File: src/rtl/ram_ctrl_pkg.sv
// Shared types and width helpers for the data-RAM controller and its debug dump path.
package ram_ctrl_pkg;

  typedef enum logic [2:0] {
    IDLE,
    RD_ISSUE,
    RD_WAIT,
    SEND,
    DONE
  } state_t;

  // Bits needed to hold 'value'; never less than 1 so a port is never zero-width
  function automatic int clogb2(input int value);
    int v;
    int res;
    v   = value;
    res = 0;
    while (v > 0) begin
      res++;
      v = v >> 1;
    end
    return (res < 1) ? 1 : res;
  endfunction

  function automatic int bytes_per_word(input int width);
    return width / 8;
  endfunction

endpackage

File: src/rtl/ram_datos_ctrl_if.sv
// CPU, debug-dump, UART-transmit and RAM-side signals of the data-RAM controller.
interface ram_datos_ctrl_if
  import ram_ctrl_pkg::*;
#(
  parameter int RAM_WIDTH = 16,
  parameter int RAM_DEPTH = 1024
) ();

  localparam int AW = clogb2(RAM_DEPTH - 1);

  logic [AW-1:0]        cpu_addr;
  logic [RAM_WIDTH-1:0] cpu_wdata;
  logic                 cpu_we;
  logic                 cpu_re;
  logic                 cpu_stall;
  logic                 dbg_start;
  logic                 dbg_busy;
  logic                 dbg_done;
  logic [7:0]           tx_data;
  logic                 tx_valid;
  logic                 tx_ready;
  logic [AW-1:0]        ram_addra;
  logic [RAM_WIDTH-1:0] ram_dina;
  logic                 ram_wea;
  logic                 ram_ena;
  logic [RAM_WIDTH-1:0] ram_douta;

  modport master (
    input  cpu_addr, cpu_wdata, cpu_we, cpu_re, dbg_start, tx_ready, ram_douta,
    output cpu_stall, dbg_busy, dbg_done, tx_data, tx_valid,
           ram_addra, ram_dina, ram_wea, ram_ena
  );

  modport slave (
    output cpu_addr, cpu_wdata, cpu_we, cpu_re, dbg_start, tx_ready, ram_douta,
    input  cpu_stall, dbg_busy, dbg_done, tx_data, tx_valid,
           ram_addra, ram_dina, ram_wea, ram_ena
  );

endinterface

File: src/rtl/word_serializer.sv
// Holds one RAM word and presents it MSB-first, one byte per accepted transfer.
module word_serializer
  import ram_ctrl_pkg::*;
#(
  parameter int WIDTH = 16
) (
  input  logic             clk,
  input  logic             rst,
  input  logic             load,
  input  logic [WIDTH-1:0] word,
  input  logic             tx_valid,
  input  logic             tx_ready,
  output logic [7:0]       tx_data,
  output logic             last_byte
);

  localparam int BPW = bytes_per_word(WIDTH);
  localparam int IW  = clogb2(BPW);

  logic [WIDTH-1:0] shreg;
  logic [IW-1:0]    idx;

  always_ff @(posedge clk or posedge rst) begin
    if (rst) begin
      shreg <= '0;
      idx   <= '0;
    end else if (load) begin
      shreg <= word;
      idx   <= '0;
    end else if (tx_valid && tx_ready) begin
      shreg <= shreg << 8;
      idx   <= idx + 1'b1;
    end
  end

  assign tx_data   = shreg[WIDTH-1 -: 8];
  assign last_byte = (idx == IW'(BPW - 1));

endmodule

File: src/rtl/ram_datos_ctrl.sv
// Data-RAM port arbiter: the CPU owns the RAM when idle; a debug dump streams
// words 0..DUMP_WORDS-1 to the UART byte by byte while the CPU is stalled.
module ram_datos_ctrl
  import ram_ctrl_pkg::*;
#(
  parameter int RAM_WIDTH  = 16,
  parameter int RAM_DEPTH  = 1024,
  parameter int DUMP_WORDS = RAM_DEPTH
) (
  input  logic       clka,
  input  logic       rsta,
  ram_datos_ctrl_if.master bus
);

  localparam int AW = clogb2(RAM_DEPTH - 1);

  state_t        state;
  logic [AW-1:0] ptr;
  logic          busy_q;
  logic          done_q;
  logic          valid_q;
  logic          last_byte;
  logic          load_word;

  assign load_word = (state == RD_WAIT);

  word_serializer #(.WIDTH(RAM_WIDTH)) u_ser (
    .clk       (clka),
    .rst       (rsta),
    .load      (load_word),
    .word      (bus.ram_douta),
    .tx_valid  (valid_q),
    .tx_ready  (bus.tx_ready),
    .tx_data   (bus.tx_data),
    .last_byte (last_byte)
  );

  always_ff @(posedge clka or posedge rsta) begin
    if (rsta) begin
      state   <= IDLE;
      ptr     <= '0;
      busy_q  <= 1'b0;
      done_q  <= 1'b0;
      valid_q <= 1'b0;
    end else begin
      case (state)
        IDLE: begin
          done_q <= 1'b0;
          if (bus.dbg_start) begin
            ptr    <= '0;
            busy_q <= 1'b1;
            state  <= RD_ISSUE;
          end
        end
        RD_ISSUE: state <= RD_WAIT;
        RD_WAIT: begin
          valid_q <= 1'b1;
          state   <= SEND;
        end
        SEND: begin
          if (bus.tx_ready && last_byte) begin
            valid_q <= 1'b0;
            if (ptr == AW'(DUMP_WORDS - 1)) begin
              done_q <= 1'b1;
              state  <= DONE;
            end else begin
              ptr   <= ptr + 1'b1;
              state <= RD_ISSUE;
            end
          end
        end
        DONE: begin
          done_q <= 1'b0;
          busy_q <= 1'b0;
          state  <= IDLE;
        end
        default: state <= IDLE;
      endcase
    end
  end

  // Outside IDLE the dump owns the address; stores are blocked so the CPU cannot corrupt the snapshot
  always_comb begin
    bus.ram_addra = bus.cpu_addr;
    bus.ram_dina  = bus.cpu_wdata;
    bus.ram_wea   = bus.cpu_we;
    bus.ram_ena   = bus.cpu_re | bus.cpu_we;
    if (state != IDLE) begin
      bus.ram_addra = ptr;
      bus.ram_wea   = 1'b0;
      bus.ram_ena   = (state == RD_ISSUE);
    end
  end

  assign bus.cpu_stall = busy_q;
  assign bus.dbg_busy  = busy_q;
  assign bus.dbg_done  = done_q;
  assign bus.tx_valid  = valid_q;

endmodule
File: src/flat_wrapper.sv
// flat-port wrapper written by rule: the top's interface ports become plain ports
module ram_datos_ctrl_flat import ram_ctrl_pkg::*;
#(
  parameter int RAM_WIDTH  = 16,
  parameter int RAM_DEPTH  = 1024,
  parameter int DUMP_WORDS = RAM_DEPTH
)
  (clka, rsta, bus_cpu_addr, bus_cpu_wdata, bus_cpu_we, bus_cpu_re, bus_dbg_start, bus_tx_ready, bus_ram_douta, bus_cpu_stall, bus_dbg_busy, bus_dbg_done, bus_tx_data, bus_tx_valid, bus_ram_addra, bus_ram_dina, bus_ram_wea, bus_ram_ena);
  ram_datos_ctrl_if #(.RAM_WIDTH(RAM_WIDTH), .RAM_DEPTH(RAM_DEPTH)) bus_i ();
  input  logic clka;
  input  logic rsta;
  input wire logic [$bits(bus_i.cpu_addr)-1:0] bus_cpu_addr;
  input wire logic [$bits(bus_i.cpu_wdata)-1:0] bus_cpu_wdata;
  input wire logic [$bits(bus_i.cpu_we)-1:0] bus_cpu_we;
  input wire logic [$bits(bus_i.cpu_re)-1:0] bus_cpu_re;
  input wire logic [$bits(bus_i.dbg_start)-1:0] bus_dbg_start;
  input wire logic [$bits(bus_i.tx_ready)-1:0] bus_tx_ready;
  input wire logic [$bits(bus_i.ram_douta)-1:0] bus_ram_douta;
  output wire logic [$bits(bus_i.cpu_stall)-1:0] bus_cpu_stall;
  output wire logic [$bits(bus_i.dbg_busy)-1:0] bus_dbg_busy;
  output wire logic [$bits(bus_i.dbg_done)-1:0] bus_dbg_done;
  output wire logic [$bits(bus_i.tx_data)-1:0] bus_tx_data;
  output wire logic [$bits(bus_i.tx_valid)-1:0] bus_tx_valid;
  output wire logic [$bits(bus_i.ram_addra)-1:0] bus_ram_addra;
  output wire logic [$bits(bus_i.ram_dina)-1:0] bus_ram_dina;
  output wire logic [$bits(bus_i.ram_wea)-1:0] bus_ram_wea;
  output wire logic [$bits(bus_i.ram_ena)-1:0] bus_ram_ena;
  assign bus_i.cpu_addr = bus_cpu_addr;
  assign bus_i.cpu_wdata = bus_cpu_wdata;
  assign bus_i.cpu_we = bus_cpu_we;
  assign bus_i.cpu_re = bus_cpu_re;
  assign bus_i.dbg_start = bus_dbg_start;
  assign bus_i.tx_ready = bus_tx_ready;
  assign bus_i.ram_douta = bus_ram_douta;
  assign bus_cpu_stall = bus_i.cpu_stall;
  assign bus_dbg_busy = bus_i.dbg_busy;
  assign bus_dbg_done = bus_i.dbg_done;
  assign bus_tx_data = bus_i.tx_data;
  assign bus_tx_valid = bus_i.tx_valid;
  assign bus_ram_addra = bus_i.ram_addra;
  assign bus_ram_dina = bus_i.ram_dina;
  assign bus_ram_wea = bus_i.ram_wea;
  assign bus_ram_ena = bus_i.ram_ena;
  ram_datos_ctrl #(.RAM_WIDTH(RAM_WIDTH), .RAM_DEPTH(RAM_DEPTH), .DUMP_WORDS(DUMP_WORDS)) u_core (.clka(clka), .rsta(rsta), .bus(bus_i));
endmodule
File: config.mk
export PLATFORM = sky130hd
export DESIGN_NAME = ram_datos_ctrl_flat
export DESIGN_NICKNAME = d
export VERILOG_FILES = /design/src/rtl/ram_ctrl_pkg.sv /design/src/rtl/ram_datos_ctrl_if.sv /design/src/rtl/word_serializer.sv /design/src/rtl/ram_datos_ctrl.sv /design/src/flat_wrapper.sv
export SDC_FILE = /design/constraint.sdc
export NUM_CORES = 1
export LEC_CHECK = 0
export BUFFER_PORTS_ARGS = -buffer_cell sky130_fd_sc_hd__buf_2
export CAP_MARGIN = 25
export CORE_UTILIZATION = 34
export DETAILED_ROUTE_END_ITERATION = 8
export PLACE_DENSITY = 0.63
export SLEW_MARGIN = 10
export SYNTH_ARGS = -nofsm -noshare
export SYNTH_HDL_FRONTEND = slang
export SYNTH_HIERARCHICAL = 1
export SYNTH_SLANG_ARGS = --single-unit
File: constraint.sdc
create_clock -name clka -period 1.6 [get_ports clka]
set_clock_uncertainty 0.15 [all_clocks]
set_input_delay 0.16 -clock clka [delete_from_list [all_inputs] [get_ports clka]]
set_output_delay 0.16 -clock clka [all_outputs]
set_load 0.03 [all_outputs]
# Yosys cells after proc, flatten, opt, wreduce, memory -nomap -nowiden
# Cells that the tools add are included.
[classes] addsub=2 eq_ne=10 muxes=22 bitwise_logic=1 reduce_logical=15
[op_table] operator="10-bit 2-to-1 mux" n=4
[op_table] operator="16-bit 2-to-1 mux" n=2
[op_table] operator="10-bit case mux with 2 select lines" n=1
[op_table] operator="3-bit case mux with 4 select lines" n=1
[op_table] operator="10-bit by 1-bit adder with 10-bit output, second input constant" n=1
[op_table] operator="10-bit == test, second input constant" n=1
[op_table] operator="2-bit nonzero test" n=5
[op_table] operator="3-bit 2-to-1 mux" n=3
[op_table] operator="3-bit by 2-bit == test with 1-bit output, second input constant" n=2
[op_table] operator="1-bit 2-to-1 mux" n=6
[op_table] operator="1-bit case mux with 2 select lines" n=3
[op_table] operator="2-bit AND reduction" n=3
[op_table] operator="2-bit 2-to-1 mux" n=2
[op_table] operator="2-bit by 1-bit != test with 1-bit output, second input constant" n=2
[op_table] operator="2-bit != test, second input constant" n=2
[op_table] operator="4-bit AND reduction" n=1
[op_table] operator="3-bit by 1-bit == test with 1-bit output, second input constant" n=1
[op_table] operator="3-bit == test, second input constant" n=1
[op_table] operator="3-bit zero test" n=1
[op_table] operator="3-bit AND reduction" n=1
[op_table] operator="3-bit nonzero test" n=1
[op_table] operator="2-bit by 1-bit adder with 2-bit output, second input constant" n=1
[op_table] operator="2-bit by 1-bit == test with 1-bit output, second input constant" n=1
[op_table] operator="1-bit logical AND" n=2
[op_table] operator="other kinds (2)" n=2
[word_totals] regBits=34 in_bits=48 output_inout_bits=40 wordCells=57

# Logic depth before layout (Yosys ltp)
[depth] depth_word=4 depth_mapped=7 ltp_nobuf=6

# Cells and area by module
# The synthesis kept the hierarchy.
[modules_own_cells] mod="ram_datos_ctrl" instances=1 cells_per_inst=125 area_each_um2=1151.1 seq_area_each_um2=400.4
[modules_own_cells] mod="word_serializer" instances=1 cells_per_inst=99 area_each_um2=955.9 seq_area_each_um2=450.4

# Worst setup path after synthesis
# Ideal clock, no wire load.
[synth_timing] kind="reg2reg" startpoint="register u_core.ptr[0]" endpoint="register u_core.ptr[3]" arrival_ps=1478 slack_ps=-150 stages_incl_launch_ff=6 path_buffers=0 synth_period_minus_slack_ps=1750 cell_sequence="dfrtp_1 > ha_1 > nand2_1 > or3_4 > and3b_1 > o22a_1"
[synth_between] elab_chain_cells=4 elab_cells_between_ends=7 cone_classes="add/sub: 1; eq/ne: 2; mux: 3; reduce/logical: 1"
[synth_lines] element="from (decl)" line_no="ram_datos_ctrl.sv:18" rtl="logic [AW-1:0] ptr;"
[synth_lines] element="from (signal assigned)" line_no="ram_datos_ctrl.sv:67" rtl="ptr <= ptr + 1'b1;"
[synth_lines] element="10-bit by 1-bit adder with 10-bit output" line_no="ram_datos_ctrl.sv:67"
[synth_lines] element="10-bit 2-to-1 mux" line_no="ram_datos_ctrl.sv:63" rtl="if (ptr == AW'(DUMP_WORDS - 1)) begin"
[synth_lines] element="10-bit 2-to-1 mux" line_no="ram_datos_ctrl.sv:61" rtl="if (bus.tx_ready && last_byte) begin"
[synth_lines] element="10-bit case mux with 2 select lines" line_no="ram_datos_ctrl.sv:46" rtl="case (state)"
# Several ways; a longest one is shown, not always the timed one. The select of a mux whose other input is x is not followed.
# A chain may end at the register's enable or synchronous reset.

# Worst setup path in the final report
[layout_timing] startpoint="register u_core.state[1]" endpoint="output bus_ram_addra[9]"
[layout_between] elab_chain_cells=2
[layout_lines] element="from (decl)" line_no="ram_datos_ctrl.sv:17" rtl="state_t state;"
[layout_lines] element="from (signal assigned)" line_no="ram_datos_ctrl.sv:40" rtl="state <= IDLE;"
[layout_lines] element="from (signal assigned)" line_no="ram_datos_ctrl.sv:52" rtl="state <= RD_ISSUE;"
[layout_lines] element="from (signal assigned)" line_no="ram_datos_ctrl.sv:55" rtl="RD_ISSUE: state <= RD_WAIT;"
[layout_lines] element="3-bit nonzero test" line_no="ram_datos_ctrl.sv:88" rtl="if (state != IDLE) begin"
[layout_lines] element="10-bit 2-to-1 mux" line_no="ram_datos_ctrl.sv:88"
[layout_lines] element="to (decl)" line_no="flat_wrapper.sv:24" rtl="output wire logic [$bits(bus_i.ram_addra)-1:0] bus_ram_addra;"
# No other way between the ends.

==> impl_metrics.json <==
{
  "status": "finished, violations left",
  "violations": "negative setup slack",
  "die_w_um": 80.7,
  "firstDrtPassIters": 4,
  "avgSynthCellArea_sq_um": 9.41,
  "critPathKind": "reg -> out",
  "clock.fmax_mhz": 531,
  "worstSetupStartpointType": "flop",
  "synth.top_cell.area_share": 0.404,
  "core-area_sq_mm": 0.00596,
  "placed_area_sq_mm": 0.00258,
  "clkPwrFrac": 0.168,
  "seq_area_frac_synth": 0.404,
  "drc": 0,
  "drv_slew": 0,
  "period_share": 1.18,
  "synthTopCellsByArea": "dfrtp_1, buf_4, mux2_2, nand2_1, nand4b_1",
  "post-dp-hpwl_mm": 3.66,
  "cts_tree": "built",
  "synth_edf_count": 0,
  "synth_top_area_cell": "dfrtp_1",
  "cp_num_buf_inv": 2,
  "pre_cts_ws_ns": -0.0887,
  "vias_per_cell": 5.20,
  "syn_to_final_growth_pct": 62.2,
  "syn_inst": 224,
  "die_h_um": 80.7,
  "yosys_register_bits": 34,
  "die_area_sq_mm": 0.00652,
  "async_flop_share": 1.00,
  "tightest_slew_ns": 0.924,
  "rsz0062_at_grt": "yes",
  "antenna_found_initial": 0,
  "total_leakage_power_nw": 1.52,
  "combPwrFrac": 0.552,
  "hold_viol": 0,
  "grtUsageTotal": 0.184,
  "fin_tns_setup_ns": -6.36,
  "synth_adder_area_share": 0.0119,
  "diodes": 0,
  "setup_violations": 40,
  "drt_wl_total_mm": 6.40,
  "drive_gt1_frac": 0.547,
  "slowest_stage": "dfrtp_1",
  "fin_nets": 370,
  "pwr-share-seq": 0.280,
  "numCtsBuffers": 5,
  "vias": 2055,
  "crit_chain": "nor3_4 > buf_6 > mux2_4 > buf_6",
  "initial_core_util": 0.354,
  "switching_share": 0.393,
  "power.total_w": 0.00497,
  "maxCapViolations": 0,
  "grt_pass1_vias": 1862,
  "design_area_sq_mm": 0.00342,
  "synthSimpleGateAreaFrac": 0.195,
  "slew_headroom": 0.384,
  "clock_path_buffers": 2,
  "switchingPower_w": 0.00195,
  "grt_overflow": 0,
  "grt_pass1_wl_mm": 9.03,
  "insertion_delay_ns": 0.30,
  "cp.required_ns": 1.29,
  "cts.sinks": 34,
  "detail_route.wl_per_cell_um": 16.2,
  "yosysWarnings": 6,
  "fp-row-count": 28,
  "vdd_drop_max_mv": 0.671,
  "port_buffers": 55,
  "cpMostUsedCell": "buf_6",
  "synth_top_family_by_area": "simple AND/OR/NAND/NOR gates",
  "syn-num-nets": 274,
  "synth_compound_area_frac": 0.181,
  "synth_cell_types": 41,
  "holdWs_ns": 0.0125,
  "synth.mux.area_fraction": 0.0534,
  "ctsHtreeMaxLevel": 2,
  "synth_xor_area_frac": 0,
  "ioPinCount": 88,
  "cp.arrival_ns": 1.57,
  "cp_top_family": "flip-flops",
  "grt_max_degree": 20,
  "syn-cell-area_sq_mm": 0.00211,
  "max_stage_delay_ns": 0.42,
  "setup.worst_path.end_class": "primary output",
  "synth_ff_type": "dfrtp_1",
  "root_buffer": "clkbuf_8",
  "power_density_mw_per_mm2": 1450,
  "intPower_w": 0.00302,
  "ant_nets": 0,
  "cts.clk_slew.worst_paths_ns": 0.07,
  "setup_ws_ns": -0.283,
  "period_minus_slack_ns": 1.88,
  "drtIter0Drc": 160,
  "cp_max_fo": 7,
  "hold_path.class": "in -> reg",
  "gp_congestion": 0.846
}
==> power by group through the flow <==
stage	clock network [W]	registers (W)	logic, W
final	0.000834	0.00139	0.00274
after detailed placement	0	0.00133	0.00189
after floorplan	0	0.00138	0.00135
after global placement	0	0.00132	0.00186
after CTS	0.000835	0.00131	0.00238
after global routing	0.000882	0.00142	0.00291
==> registers in the layout (all words and copies together), names as in the netlist <==
name	cells
u_core/u_ser/shreg	16
u_core/bus.cpu_stall	1
u_core/ptr	10
u_core/state	3
u_core/bus.dbg_done	1
u_core/u_ser/idx	2
u_core/bus.tx_valid	1
==> layout make-up <==
cell class                      count  area [sq um]
Clock buffer                        6          82.6
Clock inverter                      1          30.0
Fill cell                         502          2540
Inverter                           12          45.0
Multi-Input combinational cell    138          1210
Sequential cell                    34           852
Tap cell                           75          93.8
Timing Repair Buffer              129          1110
==> kinds of logic after synthesis <==
logic type	after synthesis
DFF	34
AOI/OAI and AO/OA	55
adders and majority gates	2
muxes	10
buffers and inverters	52
and+or+nand+nor	71
==> synth_stat cells (2+ instances only) <==
cell,number
o311ai_0,8
o31ai_1,7
ha_1,2
buf_4,26
a21o_1,2
dfrtp_1,34
inv_1,12
clkbuf_1,3
nand4b_1,8
nor2_1,7
and2_1,3
nand4_1,3
nand3_1,5
o22a_1,2
o21ai_1,7
o21ai_0,11
mux2_2,10
nand3b_1,2
nand2b_1,9
a21oi_1,7
a31oi_1,2
buf_6,3
buf_2,8
nor3_1,4
nand2_1,21
and3_1,3
==> per-stage QoR <==
step	instances	utilization
3_3_place_gp	356	0.434
4_1_cts	390	0.536
2_1_floorplan	224	-
3_5_place_dp	356	0.434
6_report	395	0.574
5_1_grt	395	0.574
==> routing by layer <==
metal	routed length [um]	vias up	global-route usage	share of wire
met5	0	-	0	0
met4	70	0	0.0750	0.011
met3	409	9	0.0386	0.064
met2	3180	81	0.283	0.50
met1	2730	998	0.251	0.43
li1	-	967	-	-
==> placed cells by master, fill, tap and decap left out, types with 4 or more instances in the layout <==
master / Yosys / layout
clkbuf_8: 0 / 6
o21ai_0: 11 / 5
nand2_1: 21 / 19
o21ai_2: 1 / 9
a21oi_1: 7 / 5
o31ai_2: 0 / 4
o21ai_1: 7 / 4
mux2_4: 0 / 10
o311ai_1: 0 / 6
nand3_1: 5 / 5
inv_1: 12 / 12
buf_4: 26 / 39
buf_2: 8 / 43
dlygate4sd3_1: 0 / 17
nor2_1: 7 / 6
nand4b_1: 8 / 8
buf_6: 3 / 23
dfrtp_1: 34 / 33
nand2b_4: 0 / 9
==> worst reg2reg max path, delay by kind of cell (launching register included) <==
kind | cells | cell delay (ns)
buffers and inverters | 2 | 0.27
flip-flops | 1 | 0.42
AND/OR/NAND/NOR | 1 | 0.42
AO/OA/AOI/OAI | 3 | 0.47
==> what timing repair did <==
| action | 4_1_cts | 5_1_grt |
|---|---|---|
| endpoints found under the hold margin | 50 | 0 |
| setup buffers | 7 | 6 |
| pin swaps | 5 | 14 |
| setup endpoints to repair | 29 | 44 |
| resized for setup | 59 | 34 |
| cloned | 3 | 3 |
| hold buffers | 17 | 0 |
==> final timing paths <==
kind,start,end,slack [ns],depth (start not counted)
worst max-delay path,u_core/state[1],bus_ram_addra[9],-0.28,4
worst min-delay path,bus_dbg_start,u_core/bus.cpu_stall,0.01,3
worst max register to register,u_core/state[1],u_core/ptr[1],-0.23,6
worst min register to register,u_core/bus.cpu_stall,u_core/bus.cpu_stall,0.40,2
max in group asynchronous,rsta,u_core/state[2],0.82,4
min in group asynchronous,rsta,u_core/bus.tx_valid,0.27,4
(Power assumes the default switching activity.)
